--- src/rtl/counter_ctrl_pkg.sv ---
// counter_ctrl_pkg: shared FSM state encoding and count-direction constants
package counter_ctrl_pkg;
  typedef enum logic [1:0] {
    ST_STOP  = 2'd0,
    ST_RUN   = 2'd1,
    ST_CLEAR = 2'd2
  } state_t;
  localparam logic MODE_UP   = 1'b0;
  localparam logic MODE_DOWN = 1'b1;
endpackage

--- src/rtl/counter_ctrl_btn_debounce.sv ---
// btn_debounce: synchronizes a raw button, accepts a level after it is stable, pulses once per press
module btn_debounce #(
  parameter int DEBOUNCE_CYCLES = 1_000_000
) (
  input  logic clk,
  input  logic reset,
  input  logic btn_raw,
  output logic btn_pulse
);
  localparam int W = $clog2(DEBOUNCE_CYCLES);
  localparam logic [W-1:0] LAST = W'(DEBOUNCE_CYCLES - 1);
  logic sync1, sync2, stb, stb_d;
  logic [W-1:0] cnt;
  always_ff @(posedge clk) begin
    if (reset) begin
      sync1 <= 1'b0;
      sync2 <= 1'b0;
      stb   <= 1'b0;
      stb_d <= 1'b0;
      cnt   <= '0;
    end else begin
      sync1 <= btn_raw;
      sync2 <= sync1;
      stb_d <= stb;
      if (sync2 == stb) cnt <= '0;
      else if (cnt == LAST) begin
        stb <= sync2;
        cnt <= '0;
      end else cnt <= cnt + W'(1);
    end
  end
  assign btn_pulse = stb & ~stb_d;
endmodule

--- src/rtl/counter_ctrl.sv ---
// counter_ctrl: debounced STOP/RUN/CLEAR control of counter tick, clear and direction
module counter_ctrl
  import counter_ctrl_pkg::*;
#(
  parameter int DEBOUNCE_CYCLES = 1_000_000
) (
  input  logic       clk,
  input  logic       reset,
  input  logic       btn_run_stop,
  input  logic       btn_clear,
  input  logic       btn_mode,
  input  logic       tick_in,
  output logic       cnt_tick,
  output logic       cnt_clear,
  output logic       cnt_mode,
  output logic [1:0] state
);
  state_t st;
  logic run_p, clear_p, mode_p;
  btn_debounce #(.DEBOUNCE_CYCLES(DEBOUNCE_CYCLES)) u_run (
    .clk(clk), .reset(reset), .btn_raw(btn_run_stop), .btn_pulse(run_p));
  btn_debounce #(.DEBOUNCE_CYCLES(DEBOUNCE_CYCLES)) u_clear (
    .clk(clk), .reset(reset), .btn_raw(btn_clear), .btn_pulse(clear_p));
  btn_debounce #(.DEBOUNCE_CYCLES(DEBOUNCE_CYCLES)) u_mode (
    .clk(clk), .reset(reset), .btn_raw(btn_mode), .btn_pulse(mode_p));
  always_ff @(posedge clk) begin
    if (reset) begin
      st        <= ST_STOP;
      cnt_mode  <= MODE_UP;
      cnt_tick  <= 1'b0;
      cnt_clear <= 1'b0;
    end else begin
      cnt_tick  <= tick_in && st == ST_RUN;
      cnt_clear <= 1'b0;
      if (mode_p) cnt_mode <= ~cnt_mode;
      case (st)
        ST_STOP:
          if (clear_p) begin
            st        <= ST_CLEAR;
            cnt_clear <= 1'b1;
          end else if (run_p) st <= ST_RUN;
        ST_RUN:  if (run_p) st <= ST_STOP;
        default: st <= ST_STOP;
      endcase
    end
  end
  assign state = st;
endmodule

--- config.mk ---
export PLATFORM = sky130hd
export DESIGN_NAME = counter_ctrl
export DESIGN_NICKNAME = d
export VERILOG_FILES = /design/src/rtl/counter_ctrl_pkg.sv /design/src/rtl/counter_ctrl_btn_debounce.sv /design/src/rtl/counter_ctrl.sv
export SDC_FILE = /design/constraint.sdc
export NUM_CORES = 1
export LEC_CHECK = 0
export CAP_MARGIN = 20
export CELL_PAD_IN_SITES_DETAIL_PLACEMENT = 0
export CELL_PAD_IN_SITES_GLOBAL_PLACEMENT = 1
export CORE_MARGIN = 3
export CORE_UTILIZATION = 30
export CTS_CLUSTER_SIZE = 20
export DETAILED_ROUTE_END_ITERATION = 12
export GPL_TIMING_DRIVEN = 1
export PLACE_DENSITY = 0.52
export SLEW_MARGIN = 10
export SYNTH_ARGS = -nofsm -noshare
export SYNTH_HDL_FRONTEND = slang
export SYNTH_HIERARCHICAL = 1
export SYNTH_SLANG_ARGS = --single-unit
--- constraint.sdc ---
create_clock -name clk -period 2.1 [get_ports clk]
set_clock_uncertainty 0.05 [all_clocks]
set_input_delay 0.21 -clock clk [delete_from_list [all_inputs] [get_ports clk]]
set_output_delay 0.21 -clock clk [all_outputs]
set_load 0.005 [all_outputs]
# --- Word-level counts from Yosys, hierarchy flattened ---
# Cells that the tools add are included.
word_totals:
  register_bits: 77
  latchBits: 0
  ram_bits: 0
  romBits: 0
  input_bits: 6
  output_inout_bits: 5
  memories: 0
op_classes:
  n_addsub: 3
  n_mul: 0
  div: 0
  order_cmp: 0
  n_eq_ne: 9
  n_shift: 0
  mux: 5
  n_bitwise: 11
  reduce_logical: 10
ops:
  columns: ["cell", "count"]
  rows:
  - ["20-bit by 1-bit adder with 20-bit output (second input constant)", 3]
  - ["20-bit equality test (second input constant)", 3]
  - ["3-bit OR reduction", 3]
  - ["1-bit NOT", 8]
  - ["2-bit AND reduction", 4]
  - ["2-bit 2-to-1 mux", 3]
  - ["2-bit one-hot mux with 2 select lines", 1]
  - ["1-bit AND", 3]
  - ["1-bit equality test", 3]
  - ["3-bit != test (second input constant)", 1]
  - ["2-bit by 1-bit equality test with 1-bit output (second input constant)", 1]
  - ["2-bit zero test", 1]
  - ["2-bit != test (second input constant)", 1]
  - ["2-bit OR reduction", 1]
  - ["1-bit logical AND", 1]
  - ["1-bit 2-to-1 mux", 1]

# --- Longest topological paths before layout ---
# Gate-level depths: netlist of the first run.
depth:
  ltp_word: 5
  mapped_depth: 7

# --- By module ---
# The synthesis of the first run kept the hierarchy.
by_module_without_submodules:
  columns: ["mod", "instances", "cells_each", "area_each_um2"]
  rows:
  - ["btn_debounce", 3, 116, 1048.5]
  - ["counter_ctrl", 1, 14, 167.7]

# --- Least setup slack after synthesis of the first run ---
# OpenSTA, ideal clock, no wires.
synth_timing:
  kind: "reg-to-reg"
  startpoint: "register u_clear.cnt[0]"
  endpoint: "register u_clear.cnt[18]"
  setup_time_ps: 70
  arrival_time_ps: 1903
  setup_slack_ps: 77
  path_stages_with_launch: 7
  n_path_buf: 1
  synth_period_minus_slack_ps: 2023
  cell_sequence: "dfxtp_1 ha_1 nand2_4 or4_1 buf_2 or4_1 a21oi_1"
synth_between:
  elab_chain_cells: 2
  word_cells_on_any_way: 3
  classes_between: "1 x add/sub; 1 x eq/ne; 1 x reduce/logical"
synth_lines:
  columns: ["element", "line_no", "source"]
  rows:
  - ["start, declared", "counter_ctrl_btn_debounce.sv:13", "logic [W-1:0] cnt;"]
  - ["start signal, assigned", "counter_ctrl_btn_debounce.sv:29", "end else cnt <= cnt + W'(1);"]
  - ["branches (longest 2 deep; another with 20-bit by 1-bit adder with 20-bit output)", null, null]
# Parallel ways; which one is timed is not known.
# A chain may end at the register's enable or synchronous reset.

# --- Worst setup path after layout of the first run ---
layout_timing:
  startpoint: "register u_clear.cnt[1]"
  endpoint: "register u_clear.cnt[18]"
# Same word-level chain as after synthesis.

==> results of run 1 <==
-- metrics by stage --
stage	setup WS, ps	std cells	power [uW]	hold slack [ps]
6_report	99.8	538	2520	355
4_1_cts	3.36	538	2580	336
3_3_place_gp	66.9	522	1550	372
3_5_place_dp	23.7	522	1550	375
5_1_grt	24.4	538	2640	367
2_1_floorplan	76.8	362	1520	225
-- worst max-delay path: stages, from the launching register on --
cell and delay (ps):
dfxtp_1 370, ha_1 230, nand2_4 80, or4_4 580
or4_1 490, a21oi_1 140
-- state kept, by name, indices dropped and copies added, names as in the netlist, 2 cells and up --
signal	flops
state	2
u_clear/cnt	20
u_run/cnt	20
u_mode/cnt	20
-- per-layer routing --
layer / vias to the layer above / track usage / routed length (um)
met5: - / 0 / 0
met4: 0 / 0.0487 / 89
met3: 7 / 0.0322 / 207
met2: 22 / 0.169 / 2790
met1: 1165 / 0.146 / 3250
li1: 1335 / - / -
-- layout make-up --
type / count / area (um^2)
Clock buffer: 9 / 124
Clock inverter: 7 / 51.3
Fill cell: 1074 / 6600
Inverter: 15 / 56.3
Multi-Input combinational cell: 258 / 1660
Sequential cell: 77 / 1540
Tap cell: 136 / 170
Timing Repair Buffer: 36 / 308
-- path summary, 6_finish.rpt --
path	to	depth (start not counted)	slack, ps	startpoint
setup / recovery	u_clear/cnt[18]$_SDFF_PP0_	5	100	u_clear/cnt[1]$_SDFF_PP0_
hold / removal	u_run/sync1$_SDFF_PP0_	2	350	btn_run_stop
setup reg to reg	u_clear/cnt[18]$_SDFF_PP0_	5	100	u_clear/cnt[1]$_SDFF_PP0_
hold reg to reg	u_mode/sync2$_SDFF_PP0_	1	390	u_mode/sync1$_SDFF_PP0_
-- placed cells by master, fill, tap and decap left out, types with 3 or more instances in the layout --
| cell type | Yosys | routed |
|---|---|---|
| nor4_1 | 3 | 3 |
| nor2_1 | 43 | 43 |
| clkdlybuf4s50_1 | 0 | 10 |
| xnor2_1 | 28 | 28 |
| nand4_1 | 3 | 3 |
| nor4b_1 | 8 | 8 |
| inv_1 | 15 | 15 |
| nand2_1 | 13 | 13 |
| or4_4 | 0 | 3 |
| buf_4 | 0 | 25 |
| nand3_2 | 6 | 6 |
| a21oi_1 | 21 | 21 |
| and3_1 | 3 | 3 |
| nor2b_1 | 15 | 15 |
| nand2_4 | 3 | 3 |
| o21ai_0 | 15 | 15 |
| clkbuf_8 | 0 | 9 |
| nand4_2 | 3 | 3 |
| mux2_2 | 3 | 3 |
| and4_1 | 3 | 3 |
| a311o_1 | 3 | 3 |
| or4_1 | 12 | 9 |
| or2_2 | 3 | 3 |
| o31ai_1 | 6 | 6 |
| nand3_1 | 18 | 18 |
| nor3_1 | 13 | 13 |
| dfxtp_1 | 77 | 75 |
| or3_1 | 18 | 18 |
| xor2_1 | 9 | 9 |
-- where the power goes --
part           total [uW]  leakage [uW]  internal, uW  switching, uW
clock                1000     0.0000856           432            570
combinational        47.7      0.000506          24.1           23.7
sequential           1470      0.000622          1470           2.73
-- logic make-up after synthesis --
logic type,after synthesis
AND/OR/NAND/NOR,169
flip-flops,77
multiplexers,3
buffers and inverters,27
XOR/XNOR,37
adder cells (fa/ha/maj),3
AO/OA/AOI/OAI,46
==> metrics.md, run 1 <==
| Metric | Value |
|---|---|
| CTS Buf Count | `9` |
| H-tree Lvls | `3` |
| Status | `complete, no violations` |
| Share of layout cells above drive strength 1 | `0.169` |
| DPL Wire Length | `4.48 mm` |
| Dpl cell area | `3720 um^2` |
| Design Area, Final | `3910 um^2` |
| Initial DRT Pass Iterations | `4` |
| Post-Synth XOR/XNOR Area | `0.0978` |
| Synth area leader | `dfxtp_1` |
| Setup TNS | `0 ps` |
| Final-report max-slew violation count | `0` |
| F_max | `500 MHz` |
| I/O pin count | `11` |
| VDD IR max | `221 uV` |
| Sinks on Clock Net | `77` |
| Largest family of logic cells by synthesized area | `simple AND/OR/NAND/NOR gates` |
| Vias per std cell | `4.70` |
| Max-cap violations | `0` |
| Top cells by area, synth | `dfxtp_1, xnor2_1, nor2_1, or3_1, a21oi_1` |
| Post-synthesis adder-cell area fraction | `0.0113` |
| Die Y | `111 um` |
| Count of different cell masters after synthesis | `32` |
| DRC violations left | `0` |
| Initial antenna violation count | `0` |
| Vias in the first global route | `2,467` |
| First-pass GRT wire length | `11.4 mm` |
| Post-synthesis cell count | `362` |
| CP Capture Type | `flop` |
| Maximum number of pins on one net before global-route repair | `24` |
| Critical Path AT | `2230 ps` |
| Synth Area in Compound Gates | `0.0808` |
| Power Density | `643 nW/um^2` |
| RSZ-0062 raised after global routing | `false` |
| Number of synthesized flops with an enable pin | `0` |
| # hold bufs at CTS | `0` |
| Clock-pin transition on the worst setup and hold timing paths | `90 ps` |
| Die width | `111 um` |
| Site row count | `37` |
| Clock period minus worst slack | `2000 ps` |
| Post-synth top cells | `dfxtp_1, nor2_1, xnor2_1` |
| Critical Path RT | `2330 ps` |
| Sequential share of the synthesized area | `0.465` |
| Most frequent cell after synthesis | `dfxtp_1` |
| Leak pwr | `0.00121 uW` |
| Most used flip-flop cell after synthesis | `dfxtp_1` |
| I/O Buffers | `10` |
| Post-cts sizing count | `0` |
| Antenna cells | `0` |
| Area growth, synth to finish | `18.1%` |
| First DRT Iteration DRCs | `96` |
| Post-synth top area share | `0.465` |
| Synth Cell Area | `3310 um^2` |
| GRT overflow | `0` |
| Worst Max-Slew Pin Slew | `556 ps` |
| TritonCTS clock tree | `done` |
| Initial Utilization | `0.315` |
| Max-slew headroom | `0.624` |
| CORE AREA | `10,500 um^2` |
| Crit path launch type | `flop` |
| Clock root cell | `clkbuf_8` |
| Synthesized area per cell | `9.15 um^2` |
| Post-synthesis mux area share | `0.0102` |
| Final setup violating endpoints | `0` |
| Simple-gate share of the synthesized area | `0.296` |
| Via count | `2,529` |
| GRT Util Overall | `0.111` |
| Final ANT Viol Nets | `0` |
| Wire per inst | `11.8 um` |
| Share of the core filled with cells | `0.372` |
| Fin. Hold Viols | `0` |
| Worst skew pair latency | `350 ps` |
| Syn_nets | `371` |
| Async SR Flop Fraction | `0` |
| Die ar. | `12,300 um^2` |
| Max FO, Critical Path | `6` |
| Final nets | `406` |
| Period utilization | `0.952` |
| Post-CTS setup buffer count | `0` |
| Worst-case clock buffer depth | `2` |
| Final Wtd Congestion | `0.737` |
| Final WL | `6.34 mm` |
| Worst hold path class | `in2reg` |
| Yosys reg bits | `77` |
| Crit Path Category | `reg2reg` |
| Synth warn | `6` |
Power figures use the tool's default switching activity.
==> run 2: changes to the inputs <==
CORE_MARGIN = 2   (was 3)
SKIP_CTS_REPAIR_TIMING = 1   (was not set)
==> run 2 against run 1 <==
  * Via count is 0.12% lower
  * Clock power is 21% higher
  * Core utilization is 0.48 points lower
  * First-iteration DRC count is 23% higher
  * Sequential power hardly changed
  * Hold slack better by 7.3 ps
  * Routed wire length is 1.1% higher
  * Non-clock buffer count is 2 higher
  * Register-to-register slack better by 20 ps
  * Sequential share of layout area is 0.60 points lower
  * Combinational power hardly changed
  * Largest cell class unchanged
  * Largest power group unchanged
==> metrics.md, run 2 (synthesis gave the netlist of run 1 again) <==
| Metric | Value |
|---|---|
| Power Density | `688 nW/um^2` |
| CTS Buf Count | `9` |
| Critical Path AT | `2210 ps` |
| Initial Utilization | `0.307` |
| Fin. Hold Viols | `0` |
| Site row count | `38` |
| Clock period minus worst slack | `1980 ps` |
| Design Area, Final | `3970 um^2` |
| First DRT Iteration DRCs | `118` |
| Worst hold path class | `in2reg` |
| Max-cap violations | `0` |
| Destination of the critical timing path | `u_mode/cnt[18]$_SDFF_PP0_` |
| VDD IR max | `306 uV` |
| Final setup violating endpoints | `0` |
| Final nets | `408` |
| RSZ-0062 raised after global routing | `false` |
| Worst-case clock buffer depth | `2` |
| GR met2 Demand/Resource | `0.186` |
| Area growth, synth to finish | `19.8%` |
| Worst Max-Slew Pin Slew | `488 ps` |
| F_max | `505 MHz` |
| Reg-to-reg critical path startpoint | `u_mode/cnt[1]$_SDFF_PP0_` |
| Crit path launch type | `flop` |
| Final ANT Viol Nets | `0` |
| Hold_ws | `362 ps` |
| I/O Buffers | `10` |
| Max-slew headroom | `0.670` |
| I/O pin count | `11` |
| Clock root cell | `clkbuf_8` |
| Critical Path RT | `2340 ps` |
| GR Layer Usage met1 | `0.162` |
| Antenna cells | `0` |
| Worst R2R End | `u_mode/cnt[18]$_SDFF_PP0_` |
| Final WL | `6.40 mm` |
| Final-report max-slew violation count | `0` |
| Final Wtd Congestion | `0.734` |
| Leak pwr | `0.00125 uW` |
| Busiest grt layer | `met2` |
| Sinks on Clock Net | `77` |
| Worst skew pair latency | `350 ps` |
| DPL Wire Length | `4.64 mm` |
| Vias per std cell | `4.64` |
| Dpl cell area | `3740 um^2` |
| Vias in the first global route | `2,433` |
| Period utilization | `0.942` |
| Clock-pin transition on the worst setup and hold timing paths | `80 ps` |
| DRC violations left | `0` |
| First-pass GRT wire length | `11.3 mm` |
| Most common cell after layout, fill and taps aside | `dfxtp_1` |
| Status | `complete, no violations` |
| CORE AREA | `10,800 um^2` |
| Maximum number of pins on one net before global-route repair | `24` |
| Die width | `109 um` |
| R2R setup slack | `120 ps` |
| Crit Path Category | `reg2reg` |
| Largest regs | `u_clear/cnt: 20 flops, u_mode/cnt: 20 flops, u_run/cnt: 20 flops` |
| Non-filler cells, final | `544` |
| Commonest non-fill, non-tap cells in the layout | `dfxtp_1, nor2_1, xnor2_1` |
| Max FO, Critical Path | `7` |
| Setup TNS | `0 ps` |
| Die Y | `109 um` |
| Die ar. | `11,900 um^2` |
| GRT overflow | `0` |
| # placed instances | `528` |
| TritonCTS clock tree | `done` |
| GRT Util Overall | `0.122` |
| CP Capture Type | `flop` |
| Met3 Usage GRT | `0.0263` |
| Initial antenna violation count | `0` |
| Initial DRT Pass Iterations | `6` |
| Worst Reg2Reg Path Length in Cells | `5` |
| Via count | `2,526` |
| Share of layout cells above drive strength 1 | `0.166` |
| CP startpoint | `u_mode/cnt[1]$_SDFF_PP0_` |
| H-tree Lvls | `3` |
| Wire per inst | `11.8 um` |
run 2: how the worst min path moves through the flow:
stage                                  startpoint                      end  slack (ps)  cells after the start
after floorplan                             reset    state[0]$_SDFFE_PP0P_         220                      1
after global placement    u_mode/sync1$_SDFF_PP0_  u_mode/sync2$_SDFF_PP0_         370                      1
after detailed placement   u_run/sync1$_SDFF_PP0_   u_run/sync2$_SDFF_PP0_         380                      1
after CTS                                 tick_in      cnt_tick$_SDFF_PP0_         350                      3
after global routing                      tick_in      cnt_tick$_SDFF_PP0_         350                      3
final                                     tick_in      cnt_tick$_SDFF_PP0_         360                      3
run 2: critical path: stages, from the launching register on:
cell	delay, ps
dfxtp_1	370
ha_2	220
nand2_4	60
or4_4	590
or4_1	480
a21oi_1	150
run 2: cell type report:
class	instances	area, um^2
multi-input combinational	258	1660
clock buffer	9	124
inverter	15	56.3
sequential	77	1540
timing repair buffer	38	323
tap	140	175
clock inverter	7	90.1
fill	1103	6830
run 2: where the power goes:
part | switching, uW | total, uW | internal [uW]
registers | 2.85 | 1470 | 1470
clock network | 552 | 1210 | 663
logic | 23.4 | 48.0 | 24.7
total | 578 | 2730 | 2150
run 2: metrics by stage:
step / setup slack, ps / utilization / power, uW
after floorplan: 76.8 / - / 1520
after global placement: 74.1 / 0.347 / 1550
after detailed placement: 28.7 / 0.347 / 1550
after CTS: 8.00 / 0.366 / 2790
after global routing: 7.25 / 0.368 / 2860
final: 121 / 0.368 / 2730
run 2: metal layers:
metal	up-vias	wire [um]
li1	1336	-
met1	1157	3260
met2	24	2850
met3	9	185
met4	0	110
met5	-	0
==> run 3: changes to the inputs <==
GPL_ROUTABILITY_DRIVEN = 0   (was not set)
HOLD_SLACK_MARGIN = 0.1   (was not set)
MAX_ROUTING_LAYER = met4   (was not set)
==> run 3 against run 2 <==
  * Final cell count did not move
  * Sequential power barely moved
  * Clock power is essentially flat
  * Routed wire length hardly changed
  * Critical path type unchanged
  * Critical endpoint unchanged
  * Highest routed layer unchanged
==> metrics.md, run 3 (synthesis gave the netlist of run 1 again) <==
| Metric | Value |
|---|---|
| First DRT Iteration DRCs | `116` |
| RSZ-0062 raised after global routing | `false` |
| Crit path launch type | `flop` |
| VDD IR max | `306 uV` |
| Pre-CTS setup slack | `28.7 ps` |
| Die width | `109 um` |
| CORE AREA | `10,800 um^2` |
| Non-filler cells, final | `544` |
| Power Density | `688 nW/um^2` |
| Via count | `2,525` |
| Commonest non-fill, non-tap cells in the layout | `dfxtp_1, nor2_1, xnor2_1` |
| H-tree Lvls | `3` |
| Vias in the first global route | `2,434` |
| Hold_ws | `362 ps` |
| Fillers | `1,103` |
| Crit Path Category | `reg2reg` |
| GRT Util Overall | `0.125` |
| Antenna cells | `0` |
| Worst skew pair latency | `350 ps` |
| Initial DRT Pass Iterations | `6` |
| Share of layout cells above drive strength 1 | `0.166` |
| F_max | `505 MHz` |
| Final nets | `408` |
| Worst Max-Slew Pin Slew | `488 ps` |
| Worst hold path class | `in2reg` |
| R2R setup slack | `120 ps` |
| Period utilization | `0.942` |
| Site row count | `38` |
| Critical Path AT | `2210 ps` |
| Initial antenna violation count | `0` |
| Setup ws final | `121 ps` |
| Critical Path RT | `2340 ps` |
| DPL Wire Length | `4.64 mm` |
| Largest regs | `u_clear/cnt: 20 flops, u_mode/cnt: 20 flops, u_run/cnt: 20 flops` |
| DRC violations left | `0` |
| Max-cap violations | `0` |
| Max-slew headroom | `0.670` |
| Wire per inst | `11.8 um` |
| Final WL | `6.40 mm` |
| Final-report max-slew violation count | `0` |
| CTS Buf Count | `9` |
| Leak pwr | `0.00125 uW` |
| Die ar. | `11,900 um^2` |
| Final ANT Viol Nets | `0` |
| Clock root cell | `clkbuf_8` |
| Vias per std cell | `4.64` |
| Final setup violating endpoints | `0` |
| Setup TNS | `0 ps` |
| Sinks on Clock Net | `77` |
| Worst-case clock buffer depth | `2` |
| Max FO, Critical Path | `7` |
| CP Capture Type | `flop` |
| Clock period minus worst slack | `1980 ps` |
| Fin. Hold Viols | `0` |
| Die Y | `109 um` |
| Most common cell after layout, fill and taps aside | `dfxtp_1` |
| I/O pin count | `11` |
| # placed instances | `528` |
| Initial Utilization | `0.307` |
| Clock-pin transition on the worst setup and hold timing paths | `80 ps` |
| Maximum number of pins on one net before global-route repair | `24` |
| TritonCTS clock tree | `done` |
| First-pass GRT wire length | `11.3 mm` |
| GRT overflow | `0` |
| Area growth, synth to finish | `19.8%` |
| I/O Buffers | `10` |
| Status | `complete, no violations` |
| Share of the core filled with cells | `0.368` |
run 3: cell counts in the layout (fill, tap and decap cells not counted):
Identical to the previous run, type by type.
run 3: through the flow:
stage          area [um^2]  power, uW
2_1_floorplan         3310       1520
3_3_place_gp          3740       1550
3_5_place_dp          3740       1550
4_1_cts               3950       2790
5_1_grt               3970       2860
6_report              3970       2730
run 3: critical path: stages, from the launching register on:
cell     delay (ps)
dfxtp_1         370
ha_2            220
nand2_4          60
or4_4           590
or4_1           480
a21oi_1         150
run 3: cell type report:
| cell class | instances | area [um^2] | area share |
|---|---|---|---|
| Timing Repair Buffer | 38 | 323 | 0.0814 |
| Multi-Input combinational cell | 258 | 1660 | 0.418 |
| Sequential cell | 77 | 1540 | 0.389 |
| Inverter | 15 | 56.3 | 0.0142 |
| Clock inverter | 7 | 90.1 | 0.0227 |
| Clock buffer | 9 | 124 | 0.0312 |
| Tap cell | 140 | 175 | 0.0442 |
run 3: path summary, 6_finish.rpt:
path,from,endpoint,cells past startpoint
worst max register to register,u_mode/cnt[1]$_SDFF_PP0_,u_mode/cnt[18]$_SDFF_PP0_,5
worst max-delay path,u_mode/cnt[1]$_SDFF_PP0_,u_mode/cnt[18]$_SDFF_PP0_,5
worst min register to register,u_mode/sync1$_SDFF_PP0_,u_mode/sync2$_SDFF_PP0_,1
worst min-delay path,tick_in,cnt_tick$_SDFF_PP0_,3
run 3: power breakdown:
group | internal (uW) | switching (uW)
Clock | 663 | 552
Combinational | 24.7 | 23.4
Sequential | 1470 | 2.85
Total | 2150 | 578
run 3: routing by layer:
layer	vias up	share of wire	routed length (um)	track usage
met5	-	0	0	-
met3	9	0.029	185	0.0263
met4	0	0.017	110	0.0577
li1	1336	-	-	-
met2	24	0.44	2850	0.186
met1	1156	0.51	3260	0.162
